[config.mk]
export PLATFORM = sky130hd
export DESIGN_NAME = xor_stage_seq
export DESIGN_NICKNAME = d
export VERILOG_FILES = /design/src/rtl/xor_stage_seq.sv
export SDC_FILE = /design/constraint.sdc
export NUM_CORES = 1
export LEC_CHECK = 0
export BUFFER_PORTS_ARGS = -buffer_cell sky130_fd_sc_hd__buf_4
export CAP_MARGIN = 20
export CORE_AREA = 10 10 394 396
export DETAILED_ROUTE_END_ITERATION = 12
export DIE_AREA = 0 0 404 406
export GPL_ROUTABILITY_DRIVEN = 1
export PLACE_DENSITY_LB_ADDON = 0.15
export SETUP_SLACK_MARGIN = 0.05
export SKIP_LAST_GASP = 1
export SLEW_MARGIN = 20
export SYNTH_ARGS = -nofsm -noshare
export SYNTH_HDL_FRONTEND = slang
export SYNTH_SLANG_ARGS = --single-unit
[constraint.sdc]
create_clock -name clock_i -period 2.52 [get_ports clock_i]
set_input_delay 0.378 -clock clock_i [delete_from_list [all_inputs] [get_ports clock_i]]
set_output_delay 0.378 -clock clock_i [all_outputs]
set_load 0.05 [all_outputs]
[src/rtl/xor_stage_seq.sv]
// -----------------------------------------------------------------------------
// xor_stage_seq
//
// XOR injection stage that sits next to an ASCON permutation. Each accepted
// operation applies the key, data or domain-separation XOR that belongs to the
// current phase of an ASCON-128 / ASCON-128a run. The result lands in a single
// output register with a valid/ready handshake (1-cycle latency, full
// throughput). A small phase FSM tracks the legal sequence
// INIT_END -> AD_ABS* -> DOM_SEP -> PT_ABS* -> FIN_BEGIN -> TAG.
// An out-of-sequence operation is still accepted, but it is treated as a
// pass-through and raises a sticky error flag.
//
// State word layout on state_i/state_o: x0 = [63:0], x1 = [127:64], ...,
// x4 = [319:256]. In other words the vector is {x4, x3, x2, x1, x0}.
//
// Parameters
//   RATE_WORDS  1 = ASCON-128 (64-bit rate), 2 = ASCON-128a (128-bit rate)
//
// Ports
//   clock_i    in   1              clock, rising edge
//   resetb_i   in   1              asynchronous active-low reset
//   clear_i    in   1              synchronous flush (FSM, output reg, err, count)
//   valid_i    in   1              operation present
//   ready_o    out  1              operation can be accepted this cycle
//   op_i       in   3              0 PASS, 1 INIT_END, 2 AD_ABS, 3 DOM_SEP,
//                                  4 PT_ABS, 5 FIN_BEGIN, 6 TAG, 7 illegal
//   data_i     in   64*RATE_WORDS  data block for AD_ABS / PT_ABS
//   key_i      in   128            secret key
//   state_i    in   320            state from the permutation
//   valid_o    out  1              output register holds a result
//   ready_i    in   1              downstream takes the result
//   state_o    out  320            registered result state
//   cipher_o   out  64*RATE_WORDS  registered ciphertext (after PT_ABS)
//   tag_o      out  128            registered tag (after TAG)
//   err_o      out  1              sticky illegal-sequence flag
//   blk_cnt_o  out  8              saturating count of legal AD/PT blocks
// -----------------------------------------------------------------------------
module xor_stage_seq #(
    parameter int RATE_WORDS = 1
) (
    input  logic                       clock_i,
    input  logic                       resetb_i,
    input  logic                       clear_i,
    input  logic                       valid_i,
    output logic                       ready_o,
    input  logic [2:0]                 op_i,
    input  logic [64*RATE_WORDS-1:0]   data_i,
    input  logic [127:0]               key_i,
    input  logic [319:0]               state_i,
    output logic                       valid_o,
    input  logic                       ready_i,
    output logic [319:0]               state_o,
    output logic [64*RATE_WORDS-1:0]   cipher_o,
    output logic [127:0]               tag_o,
    output logic                       err_o,
    output logic [7:0]                 blk_cnt_o
);

    localparam int RATE_W = 64 * RATE_WORDS;

    // Operation encodings
    localparam logic [2:0] OP_PASS      = 3'd0;
    localparam logic [2:0] OP_INIT_END  = 3'd1;
    localparam logic [2:0] OP_AD_ABS    = 3'd2;
    localparam logic [2:0] OP_DOM_SEP   = 3'd3;
    localparam logic [2:0] OP_PT_ABS    = 3'd4;
    localparam logic [2:0] OP_FIN_BEGIN = 3'd5;
    localparam logic [2:0] OP_TAG       = 3'd6;

    // Phase FSM encodings
    localparam logic [2:0] S_IDLE = 3'd0;
    localparam logic [2:0] S_INIT = 3'd1;
    localparam logic [2:0] S_AD   = 3'd2;
    localparam logic [2:0] S_PT   = 3'd3;
    localparam logic [2:0] S_FIN  = 3'd4;

    // Only the two ASCON rates exist; anything else is a configuration error.
    generate
        if (RATE_WORDS != 1 && RATE_WORDS != 2) begin : g_bad_rate
            $error("xor_stage_seq: RATE_WORDS must be 1 or 2");
        end
    endgenerate

    // -------------------------------------------------------------------------
    // Registers
    // -------------------------------------------------------------------------
    logic [2:0]          fsm_q,     fsm_d;
    logic                valid_q,   valid_d;
    logic [319:0]        state_q,   state_d;
    logic [RATE_W-1:0]   cipher_q,  cipher_d;
    logic [127:0]        tag_q,     tag_d;
    logic                err_q,     err_d;
    logic [7:0]          blk_cnt_q, blk_cnt_d;

    // -------------------------------------------------------------------------
    // Handshake
    // -------------------------------------------------------------------------
    logic accept;

    // The output register can take a new result when it is empty or being
    // drained this same cycle; a flush blocks acceptance outright.
    assign ready_o = !clear_i && (!valid_q || ready_i);
    assign accept  = valid_i && ready_o;

    // -------------------------------------------------------------------------
    // Sequence legality and phase transition
    // -------------------------------------------------------------------------
    logic       op_legal;
    logic [2:0] fsm_target;

    // NOTE: every signal written in a combinational block gets a default
    // first, so no path through the case statements can infer a latch.
    always_comb begin
        op_legal   = 1'b0;
        fsm_target = fsm_q;
        case (op_i)
            OP_PASS: begin
                op_legal = 1'b1;
            end
            OP_INIT_END: begin
                if (fsm_q == S_IDLE) begin
                    op_legal   = 1'b1;
                    fsm_target = S_INIT;
                end
            end
            OP_AD_ABS: begin
                if (fsm_q == S_INIT || fsm_q == S_AD) begin
                    op_legal   = 1'b1;
                    fsm_target = S_AD;
                end
            end
            OP_DOM_SEP: begin
                // AD is optional: DOM_SEP may follow INIT_END directly.
                if (fsm_q == S_INIT || fsm_q == S_AD) begin
                    op_legal   = 1'b1;
                    fsm_target = S_PT;
                end
            end
            OP_PT_ABS: begin
                if (fsm_q == S_PT) begin
                    op_legal = 1'b1;
                end
            end
            OP_FIN_BEGIN: begin
                if (fsm_q == S_PT) begin
                    op_legal   = 1'b1;
                    fsm_target = S_FIN;
                end
            end
            OP_TAG: begin
                if (fsm_q == S_FIN) begin
                    op_legal   = 1'b1;
                    fsm_target = S_IDLE;
                end
            end
            default: begin
                // op 7 is never legal
                op_legal = 1'b0;
            end
        endcase
    end

    // -------------------------------------------------------------------------
    // XOR datapath
    // -------------------------------------------------------------------------
    logic [4:0][63:0] x_in;
    logic [4:0][63:0] x_res;
    logic [63:0]      data_lo;
    logic [63:0]      data_hi;
    logic [63:0]      key_hi;
    logic [63:0]      key_lo;
    logic [RATE_W-1:0] rate_res;

    assign x_in    = state_i;
    assign data_lo = data_i[63:0];
    assign key_hi  = key_i[127:64];
    assign key_lo  = key_i[63:0];

    // Second rate word only exists for ASCON-128a; with a 64-bit rate the
    // x1 absorb term is zero and the ciphertext is just x0.
    generate
        if (RATE_WORDS == 2) begin : g_rate2
            assign data_hi  = data_i[RATE_W-1:64];
            assign rate_res = {x_res[1], x_res[0]};
        end else begin : g_rate1
            assign data_hi  = 64'h0;
            assign rate_res = x_res[0];
        end
    endgenerate

    // NOTE: combinational logic uses blocking assignments so later lines see
    // the updated x_res; clocked state below uses non-blocking assignments.
    always_comb begin
        x_res = x_in;
        // Illegal ops degrade to PASS, so the XOR only applies when legal.
        if (op_legal) begin
            case (op_i)
                OP_INIT_END: begin
                    x_res[3] = x_in[3] ^ key_hi;
                    x_res[4] = x_in[4] ^ key_lo;
                end
                OP_AD_ABS, OP_PT_ABS: begin
                    x_res[0] = x_in[0] ^ data_lo;
                    x_res[1] = x_in[1] ^ data_hi;
                end
                OP_DOM_SEP: begin
                    x_res[4] = x_in[4] ^ 64'h1;
                end
                OP_FIN_BEGIN: begin
                    // The key sits right after the rate, so its position
                    // moves up one word for the 128-bit rate variant.
                    if (RATE_WORDS == 1) begin
                        x_res[1] = x_in[1] ^ key_hi;
                        x_res[2] = x_in[2] ^ key_lo;
                    end else begin
                        x_res[2] = x_in[2] ^ key_hi;
                        x_res[3] = x_in[3] ^ key_lo;
                    end
                end
                default: begin
                    x_res = x_in;
                end
            endcase
        end
    end

    // -------------------------------------------------------------------------
    // Next-state selection: flush beats acceptance beats drain.
    // -------------------------------------------------------------------------
    always_comb begin
        fsm_d     = fsm_q;
        valid_d   = valid_q;
        state_d   = state_q;
        cipher_d  = cipher_q;
        tag_d     = tag_q;
        err_d     = err_q;
        blk_cnt_d = blk_cnt_q;

        if (clear_i) begin
            fsm_d     = S_IDLE;
            valid_d   = 1'b0;
            state_d   = '0;
            cipher_d  = '0;
            tag_d     = '0;
            err_d     = 1'b0;
            blk_cnt_d = 8'd0;
        end else if (accept) begin
            fsm_d    = fsm_target;
            valid_d  = 1'b1;
            state_d  = x_res;
            // cipher_o and tag_o are reloaded on every acceptance; they only
            // carry meaning after PT_ABS and TAG respectively.
            cipher_d = rate_res;
            tag_d    = {x_res[3], x_res[4]} ^ key_i;
            if (!op_legal) begin
                err_d = 1'b1;
            end else if (op_i == OP_INIT_END) begin
                blk_cnt_d = 8'd0;
            end else if ((op_i == OP_AD_ABS || op_i == OP_PT_ABS) &&
                         blk_cnt_q != 8'hFF) begin
                blk_cnt_d = blk_cnt_q + 8'd1;
            end
        end else if (ready_i) begin
            // Handshake with nothing new behind it empties the register;
            // the data words are left as-is since valid_o qualifies them.
            valid_d = 1'b0;
        end
    end

    always_ff @(posedge clock_i or negedge resetb_i) begin
        if (!resetb_i) begin
            fsm_q     <= S_IDLE;
            valid_q   <= 1'b0;
            state_q   <= '0;
            cipher_q  <= '0;
            tag_q     <= '0;
            err_q     <= 1'b0;
            blk_cnt_q <= 8'd0;
        end else begin
            fsm_q     <= fsm_d;
            valid_q   <= valid_d;
            state_q   <= state_d;
            cipher_q  <= cipher_d;
            tag_q     <= tag_d;
            err_q     <= err_d;
            blk_cnt_q <= blk_cnt_d;
        end
    end

    assign valid_o   = valid_q;
    assign state_o   = state_q;
    assign cipher_o  = cipher_q;
    assign tag_o     = tag_q;
    assign err_o     = err_q;
    assign blk_cnt_o = blk_cnt_q;

endmodule

# Yosys cells after proc, flatten, opt, wreduce, memory -nomap -nowiden
# Index checks and enable logic that the tools add are counted.
# word_totals
elab_cells,89
output_inout_bits,523
in_bits,520
register_bits,525
# classes
eq_ne,17
mux,36
bitwise_logic,7
add_sub_neg,1
reduce_logical,21
# op_table
op,n
$mux W320,3
$mux W64,6
$xor A64 B64 Y64,5
$mux W128,2
$pmux W64 S2,1
$xor A128 B128 Y128,1
$mux W8,5
$mux W3,7
$ne A3 B3 Y1 const B,5
$pmux W3 S5,1
$eq A3 B2 Y1 const B,4
$eq A3 B3 Y1 const B,4
$mux W1,10
$add A8 B1 Y8 const B,1
$ne A8 B8 Y1 const B,1
$reduce_and A7 Y1,1
$eq A3 B1 Y1 const B,2
$logic_not A3 Y1,2
$reduce_bool A3 Y1,2
$reduce_bool A6 Y1,1
$reduce_or A2 Y1,3
$pmux W1 S5,1
$reduce_bool A2 Y1,2
$logic_and A1 B1 Y1,3
6 further kinds,9

# Longest topological paths before layout
# logic_depth
depth_word,8
ltp_mapped,9
depth_no_buf,6

# Worst setup path after synthesis
# OpenSTA, ideal clock, no wires.
# synth_timing
path_kind,register to register
start,register valid_q (netlist: valid_o)
end,register state_q[303] (netlist: state_o[303])
t_required_ps,2387
arrival_time_ps,2486
stages_incl_launch_ff,9
setup_ps,133
setup_slack_ps,-99
cell_sequence,dfrtp_1 > nor2b_1 > nor2_1 > nand2_1 > buf_2 > buf_2 > buf_1 > nand3_1 > o21ai_0
# synth_via
elab_chain_cells,5
# synth_lines
item,line_no,rtl
start: declaration,88,"logic valid_q, valid_d;"
start signal: assignment,281,valid_q <= valid_d;
$logic_not A1 Y1,102,assign ready_o = !clear_i && (!valid_q || ready_i);
$logic_or A1 B1 Y1,102,
$logic_and A1 B1 Y1,102,
net ready_o,45,"output logic ready_o,"
$logic_and A1 B1 Y1,103,assign accept = valid_i && ready_o;
$reduce_bool A2 Y1 (no line),-,
end signal: assignment,282,state_q <= state_d;
end: declaration,89,"logic [319:0] state_q, state_d;"
# The timed path passes the listed nets, and every way through them passes these cells.
# A chain may end at the register's enable or synchronous reset.

# Worst setup path after layout
# layout_timing
start,input port clear_i
end,output port ready_o
# layout_via
elab_chain_cells,2
# layout_lines
item,line_no,rtl
start: declaration,43,"input logic clear_i,"
$logic_not A1 Y1,102,
$logic_and A1 B1 Y1,102,
end: declaration,45,
# No other way between the ends.

==> flow_summary.json <==
{
  "run_status": "finished, final reports clean",
  "wl_per_cell_um": 23.6,
  "min_path_type": "in2reg",
  "synth-compound-area-share_pct": 10.6,
  "ys_seq_area_share_pct": 48.7,
  "cp_cell_sequence": "dlygate4sd3_1 > buf_4 > nor2_2 > buf_4",
  "worstMarginPinSlew_ps": 667,
  "synth_enable_flop_cells": 0,
  "cp_data_required_time_ps": 2140,
  "setup.reg_to_reg.worst_slack_ps": 430,
  "area_growth_syn_to_layout_pct": 62.9,
  "post-dp-hpwl_um": 107000,
  "finish.net_count": 4330,
  "finish.utilization_pct": 26.3,
  "max-cap-violations": 0,
  "synth_area_leader_cell": "dfrtp_1",
  "firstDrtPassIters": 5,
  "clkLatencyLatePin_ps": 660,
  "cts_tree": "built",
  "post_cts_resized": 0,
  "power-per-cell-area_nw_per_um2": 648,
  "buffer_ports.inserted": 1042,
  "synthAdderAreaFrac_pct": 0.0528,
  "viasPerCell": 3.97,
  "clkSinkCount": 461,
  "mappedNetlistNets": 3136,
  "r2r_end": "state_o[276]",
  "slew_headroom_pct": 55.1,
  "yosysUniqueCellTypes": 46,
  "row_count": 141,
  "fmax_mhz": 469,
  "timing_hold_violations_final": 0,
  "chipHeight_um": 406,
  "detailroute.via_count": 23000,
  "floorplan.initialDensity_pct": 16.1,
  "synth.mux.area_fraction_pct": 0.0897,
  "synth_area_per_cell_um2": 9.07,
  "yosys_warnings": 0,
  "synth_top_family_by_area": "simple AND/OR/NAND/NOR gates",
  "globalRouteOverflowTotal": 0,
  "startpoint": "clear_i",
  "post_synth_inst_count": 2615,
  "grt_util_all_layers_pct": 15.9,
  "ir_worst_vdd_uv": 555,
  "post_synth_instance_area_um2": 23700,
  "critical_path_class": "in2out",
  "antenna_violating_nets_post_route": 0,
  "synth.top_cells.by_area": "dfrtp_1 (49%), xor2_1 (16%), nand3_1 (11%)",
  "drc_errors": 0,
  "worst_path_max_delay_cell": "dlygate4sd3_1",
  "hold_path_depth": 3,
  "initial_antenna_violation_count": 20,
  "cp-start-kind": "input port",
  "placeableCoreArea_um2": 147000,
  "critPathArrivalTime_ps": 1760,
  "path_max_fanout": 10,
  "cts_buffers": 68,
  "ys_seq_elements": 461,
  "timing.reg2reg.worst_path_depth": 7,
  "setup-tns-final_ps": 0,
  "worst_r2r_startpoint": "fsm_q[1]",
  "die_area_um2": 164000,
  "final_max_slew_viol_count": 0,
  "hold_slack_ps": 65.0,
  "worst_path_most_repeated_cell": "buf_4",
  "grt_pass1_wl_um": 191000,
  "final_min_period_over_clock_period_pct": 84.7,
  "fillCellCount": 16100,
  "design.portCount": 1043,
  "finalPower_uw": 25000,
  "report.final.setup_viol": 0,
  "globalplace.congestion": 0.813,
  "synth_top_cell_area_share_pct": 48.7,
  "critPathCaptureType": "output port",
  "cts_root_buffer": "clkbuf_16",
  "grt_pass1_vias": 24900,
  "setup_repair_after_global_routing_missed_its_margin": "false",
  "leakage_uw": 0.0176,
  "cts.reportedPaths.clkPinSlew_ps": 50,
  "basic_gate_share_of_the_synthesized_area_counting_and_or_nand_and_nor_cells_pct": 18.0,
  "finalClockSkew_ps": 23.8,
  "postSynth.asyncResetShare_pct": 100,
  "synthFlopType": "dfrtp_1",
  "grt_max_degree": 128,
  "synth_xor_xnor_area_share_pct": 16.7,
  "post_route_cells_drive_above_1_share_pct": 32.5,
  "clock_path_buffers": 3,
  "finalWirelength_um": 137000,
  "drt_iter0_markers": 1255,
  "crit_end": "ready_o",
  "worst_path_largest_cell_delay_ps": 610,
  "width_of_the_die_um": 404,
  "cts_htree_levels": 3,
  "final_period_minus_worst_setup_slack_ps": 2130
}
-- logic make-up after synthesis --
| logic type | count (synthesis) |
|---|---|
| simple gates | 940 |
| xor+xnor | 450 |
| fa+ha+maj | 1 |
| mux | 2 |
| buf+inv | 279 |
| compound gates | 482 |
| flops | 461 |
-- cell type report --
type	instances	area, um2	share of cell area, %
timing repair buffer	1399	11600	30.1
sequential	461	11500	29.9
multi-input combinational	1875	10800	28.0
tap	1930	2410	6.25
clock buffer	99	1980	5.12
clock inverter	17	239	0.619
inverter	4	22.5	0.0583
antenna	6	15.0	0.0389
-- placed cells by master (no fill, tap or decap), drive strengths merged, types with 10 or more instances in the layout --
| cell type | count |
|---|---|
| nand3 | 514 |
| dfrtp | 461 |
| o21ai | 456 |
| buf | 1133 |
| xor2 | 446 |
| nor2 | 10 |
| dlygate4sd3 | 266 |
| nand2 | 391 |
| clkbuf | 99 |
| a31oi | 10 |
-- routing by layer --
metal  up-vias  track usage [%]  routed length, um
li1      11100                -                  -
met1     10900             17.8              52700
met2       727             27.5              67400
met3       188             5.73              10800
met4        18             6.06               5490
met5         -                0                121
-- repair_timing --
action / 4_1_cts / 5_1_grt
setup buffers: 0 / 0
hold buffers: 266 / 0
hold endpoints to repair: 339 / 0
-- how the worst min path moves through the flow --
stage                            start            to
after floorplan               resetb_i  blk_cnt_o[0]
after global placement        resetb_i  state_o[143]
after detailed placement      resetb_i  state_o[143]
after CTS                 state_i[262]  state_o[262]
after global routing      state_i[276]     tag_o[20]
final                     state_i[201]  state_o[201]
-- synthesized netlist by cell type (all sizes together), types with 3 or more instances --
cell type,number
and3,7
or3,5
clkbuf,107
nand2b,4
dfrtp,461
buf,168
nor2,10
xnor2,3
o21ai,456
nand2,391
inv,4
nand3,514
a31oi,10
xor2,446
a21oi,4
-- registers in the layout, summed over array words and instances, names as in the netlist --
name / flops
blk_cnt_o: 8
fsm_q: 3
state_o: 320
tag_o: 128
valid_o: 1
err_o: 1
-- where the power goes --
part	internal, uW	switching (uW)
registers	7980	411
clock network	5790	3990
logic	2270	4590
total	16000	8990
-- critical path, delay by kind of cell --
| kind | cells | cell delay (ps) |
|---|---|---|
| buf+inv | 3 | 1130 |
| simple gates | 1 | 230 |
-- per-stage QoR --
step / cells / setup slack, ps / instance area (um2)
finish: 5791 / 386 / 38600
global route: 5789 / 187 / 38600
CTS: 5785 / 296 / 38600
detailed placement: 5403 / 326 / 33700
global placement: 5403 / 380 / 33700
floorplan: 2615 / 197 / 23700
(Power assumes the default switching activity.)
